$ cat config.mk
export PLATFORM = sky130hd
export DESIGN_NAME = systolic_feeder_3x3
export DESIGN_NICKNAME = d
export VERILOG_FILES = /design/src/rtl/systolic_feeder_3x3.sv
export SDC_FILE = /design/constraint.sdc
export NUM_CORES = 1
export LEC_CHECK = 0
export ABC_AREA = 0
export CORE_MARGIN = 1.5
export CORE_UTILIZATION = 40
export CTS_BUF_LIST = sky130_fd_sc_hd__clkbuf_8
export CTS_CLUSTER_DIAMETER = 150
export DETAILED_ROUTE_END_ITERATION = 12
export PLACE_DENSITY_LB_ADDON = 0.1
export RECOVER_POWER = 25
export SLEW_MARGIN = 20
export SYNTH_ARGS = -nofsm -noshare
export SYNTH_HDL_FRONTEND = slang
export SYNTH_SLANG_ARGS = --single-unit
$ cat constraint.sdc
create_clock -name clk -period 6.1 [get_ports clk]
set_input_delay 1.22 -clock clk [delete_from_list [all_inputs] [get_ports clk]]
set_output_delay 1.22 -clock clk [all_outputs]
set_load 0.01 [all_outputs]
$ cat src/rtl/systolic_feeder_3x3.sv
// systolic_feeder_3x3: skews 3x3 A/B buffers into a systolic array edge (optional FEEDER_PERF_CNT_EN adds perf_jobs)
module systolic_feeder_3x3 #(
  parameter int DATA_W = 4,
  parameter int DRAIN_CYCLES = 4
) (
  input  logic              clk,
  input  logic              reset,
  input  logic              ld_valid,
  output logic              ld_ready,
  input  logic              ld_sel,
  input  logic [1:0]        ld_idx,
  input  logic [3*DATA_W-1:0] ld_data,
  input  logic              start,
  output logic              busy,
  output logic              arr_clear,
  output logic [3*DATA_W-1:0] left_data,
  output logic [3*DATA_W-1:0] up_data,
`ifdef FEEDER_PERF_CNT_EN
  output logic [7:0]        perf_jobs,
`endif
  output logic              done
);
  typedef enum logic [2:0] {IDLE, CLEAR, FEED, DRAIN, DONE} state_t;
  state_t state, state_n;
  logic [3:0] cnt, cnt_n;
  logic [DATA_W-1:0] a [3][3];
  logic [DATA_W-1:0] b [3][3];
  logic [3*DATA_W-1:0] left_n, up_n;
  always_comb begin
    state_n = state == IDLE  ? (start ? CLEAR : IDLE) :
              state == CLEAR ? FEED :
              state == FEED  ? (cnt == 4'd4 ? DRAIN : FEED) :
              state == DRAIN ? (cnt == 4'(DRAIN_CYCLES - 1) ? DONE : DRAIN) : IDLE;
    cnt_n = state_n != state ? 4'd0 : cnt + 4'd1;
  end
  always_comb begin
    left_n = '0;
    up_n = '0;
    for (int i = 0; i < 3; i++) begin
      if (state_n == FEED && cnt_n >= 4'(i) && cnt_n - 4'(i) <= 4'd2) begin
        left_n[i*DATA_W +: DATA_W] = a[2'(i)][2'(cnt_n - 4'(i))];
        up_n[i*DATA_W +: DATA_W] = b[2'(cnt_n - 4'(i))][2'(i)];
      end
    end
  end
  always_ff @(posedge clk) begin
    if (reset) begin
      for (int i = 0; i < 3; i++)
        for (int k = 0; k < 3; k++) begin
          a[i][k] <= '0;
          b[i][k] <= '0;
        end
    end else if (ld_valid && ld_ready && ld_idx != 2'd3) begin
      for (int k = 0; k < 3; k++)
        if (ld_sel) b[2'(k)][ld_idx] <= ld_data[k*DATA_W +: DATA_W];
        else a[ld_idx][2'(k)] <= ld_data[k*DATA_W +: DATA_W];
    end
  end
  always_ff @(posedge clk) begin
    if (reset) begin
      state <= IDLE;
      cnt <= '0;
      ld_ready <= 1'b1;
      busy <= 1'b0;
      arr_clear <= 1'b0;
      done <= 1'b0;
      left_data <= '0;
      up_data <= '0;
    end else begin
      state <= state_n;
      cnt <= cnt_n;
      ld_ready <= state_n == IDLE;
      busy <= state_n != IDLE;
      arr_clear <= state_n == CLEAR;
      done <= state_n == DONE;
      left_data <= left_n;
      up_data <= up_n;
    end
  end
`ifdef FEEDER_PERF_CNT_EN
  always_ff @(posedge clk) begin
    if (reset) perf_jobs <= '0;
    else if (state_n == DONE) perf_jobs <= perf_jobs + 8'd1;
  end
`endif
endmodule

==> flow_metrics.env <==
export IMPL_ys_top_cells_by_count="edfxtp_1, dfxtp_1, and2_1"
export IMPL_cp_start_kind="input pin"
export IMPL_pre_cts_ws_ps=1502
export IMPL_core_mm2=0.008636
export IMPL_place_gp_congestion=0.8449
export IMPL_min_period_ps=4333
export IMPL_synth_edf_count=48
export IMPL_ys_seq_elements=79
export IMPL_wl_met3_um=240
export IMPL_wl_met1_um=3418
export IMPL_fin_util=0.4825
export IMPL_die_h_um=96.91
export IMPL_rows=34
export IMPL_wl_met2_um=3626
export IMPL_syn_to_final_growth_pct=18.13
export IMPL_worstPathArrival_ps=4540
export IMPL_cts_resized=0
export IMPL_r2r_cells=10
export IMPL_stdcell_count=454
export IMPL_clockRootBuffer="clkbuf_8"
export IMPL_wl_per_cell_um=16.22
export IMPL_cts_tree="done"
export IMPL_crit_path_end="left_data[7]$_SDFF_PP0_"
export IMPL_dp_cells=438
export IMPL_dr_pass1_iters=4
export IMPL_r2r_slack_ps=2440
export IMPL_final_nets=368
export IMPL_clock_sinks=79
export IMPL_r2r_start="cnt[0]$_SDFF_PP0_"
export IMPL_min_path_type="flip-flop to flip-flop"
export IMPL_synth_area_leaders="edfxtp_1, dfxtp_1, and2_1"
export IMPL_async_reset_ff_frac=0
export IMPL_r2r_end="left_data[7]$_SDFF_PP0_"
export IMPL_via_count=2306
export IMPL_setup_ws_ps=1767
export IMPL_routed_wl_um=7365
export IMPL_hpwl_um=5285
export IMPL_worst_pin_slew_ps=1049
export IMPL_crit_required_ps=6310
export IMPL_post_cts_setup_buffer_count=0
export IMPL_peakVddDrop_v=0.0001559
export IMPL_timing_slew_headroom=0.2956
export IMPL_antenna_found_initial=0
export IMPL_slew_viol_final=0
export IMPL_postSynthAreaPerCell_um2=11.56
export IMPL_post_drt_via_cell_ratio=5.079
export IMPL_timing_hold_ws_ps=469.5
export IMPL_fmax_mhz=230.8
export IMPL_synth_most_common_cell="edfxtp_1"
export IMPL_grt_overflow=0
export IMPL_syn_cell_area_mm2=0.003527
export IMPL_path_class="input pin to flip-flop"
export IMPL_min_period_over_period=0.7104
export IMPL_startpoint="start"
export IMPL_route_detailed_drc=0
export IMPL_worstPathMaxFanout=15
export IMPL_chipWidth_um=96.91
export IMPL_portBuffers=42
export IMPL_powerDensity_mw_per_mm2=265.8
export IMPL_numCtsBuffers=9
export IMPL_p_leak_uw=0.001624
export IMPL_grt_pass1_vias=2301
export IMPL_track_usage=0.1639
export IMPL_grt_first_pass_wirelength_um=11790
export IMPL_num_io_pins=47
export IMPL_drive_gt1_frac=0.09249
export IMPL_maxCapViolCount=0
export IMPL_clk_latency_ps=350
export IMPL_clkTransAtPathRegs_ps=80
export IMPL_antenna_left=0
export IMPL_rsz0062_at_grt="false"
export IMPL_die_area_mm2=0.009391
export IMPL_grt_max_degree=20
export IMPL_synthDominantCellAreaShare=0.4087
export IMPL_synth_top_area_cell="edfxtp_1"
export IMPL_synthCells=305
export IMPL_synth_flop_cell="edfxtp_1"
export IMPL_status="finished clean"
export IMPL_ys_types=54
export IMPL_cts_hold_buf=0
export IMPL_crit_path_end_kind="flip-flop"
export IMPL_clk_path_buf_depth=2
export IMPL_drt_iter0_drc=130
export IMPL_finalHoldViolCount=0
export IMPL_yosysWarnings=0
export IMPL_nFillCells=813
export IMPL_cts_max_level=3
export IMPL_setup_viol_count_final=0
export IMPL_worst_clock_skew_ps=7.718
export IMPL_topRoutingLayerUsed="met4"
export IMPL_fin_tns_setup_ps=0
export IMPL_ys_seq_area_frac=0.5846
export IMPL_antenna_cells=0
export IMPL_floorplan_initialDensity=0.4084
[state kept, by name (all words and copies together), names as in the netlist]
name       flops
done           1
b             24
state          3
ld_ready       1
cnt            4
up_data        8
arr_clear      1
left_data     12
busy           1
a             24
[worst max-delay path, stage by stage]
cell and delay [ps]:
dlygate4sd3_1 600, o21bai_2 160, nor3b_1 390, nand3_1 490
ha_1 470, nor2b_1 160, o22ai_1 120, a21oi_1 90
o311ai_2 680, nor3_1 140
[logic make-up (layout without fill, tap and decap cells)]
| family | Yosys count | in the layout | synth area share |
|---|---|---|---|
| compound gates | 43 | 43 | 0.1050 |
| mux | 4 | 4 | 0.01135 |
| buf+inv | 36 | 74 | 0.05499 |
| flops | 79 | 79 | 0.5846 |
| simple gates | 130 | 130 | 0.2047 |
| other cells | 1 | 4 | 0.001063 |
| xor+xnor | 4 | 4 | 0.009934 |
| fa+ha+maj | 8 | 8 | 0.02838 |
[per-stage QoR]
step / power, uW / cell area (um2)
after global placement: 734.5 / 3974
after detailed placement: 735.6 / 3974
final: 1108 / 4167
after CTS: 1119 / 4170
after floorplan: 696.5 / 3538
after global routing: 1155 / 4167
[layout make-up]
type / instances / area, um2 / share of cell area
clock buffer: 9 / 123.9 / 0.02973
clock inverter: 7 / 72.57 / 0.01742
inverter: 14 / 57.56 / 0.01381
multi-input combinational: 193 / 1284 / 0.3081
sequential: 79 / 2062 / 0.4949
tap: 108 / 135.1 / 0.03243
timing repair buffer: 44 / 431.7 / 0.1036
[worst min path at each step]
stage                              endpoint  cells after the start                  start  slack (ps)
finish              left_data[3]$_SDFF_PP0_                      1  a[0][3]$_SDFFCE_PN0P_         470
global route        left_data[1]$_SDFF_PP0_                      1  a[0][1]$_SDFFCE_PN0P_         480
CTS                 left_data[0]$_SDFF_PP0_                      1  a[0][0]$_SDFFCE_PN0P_         470
detailed placement  left_data[0]$_SDFF_PP0_                      1  a[0][0]$_SDFFCE_PN0P_         450
global placement    left_data[0]$_SDFF_PP0_                      1  a[0][0]$_SDFFCE_PN0P_         450
floorplan           left_data[0]$_SDFF_PP0_                      1  a[0][0]$_SDFFCE_PN0P_         440
[layout by cell type (no fill, tap or decap), types with 11 or more instances in the layout]
master,n
dlygate4sd3_1,20
nand3_1,12
nor3_1,14
inv_1,13
nand2_1,19
clkdlybuf4s50_1,22
dfxtp_1,31
and2_1,30
edfxtp_1,48
and3_1,11
nor2_1,21
[report_power, final]
part	total (uW)	internal, uW	leakage [uW]	switching (uW)
registers	596	585	0.000750	10.7
logic	124	49.1	0.000789	74.5
clock network	388	189	0.0000855	199
[layer usage]
metal / vias up / track usage
li1: 1166 / -
met1: 1090 / 0.2156
met2: 43 / 0.2690
met3: 7 / 0.02529
met4: 0 / 0.07023
met5: - / 0
Power figures use the tool's default switching activity.
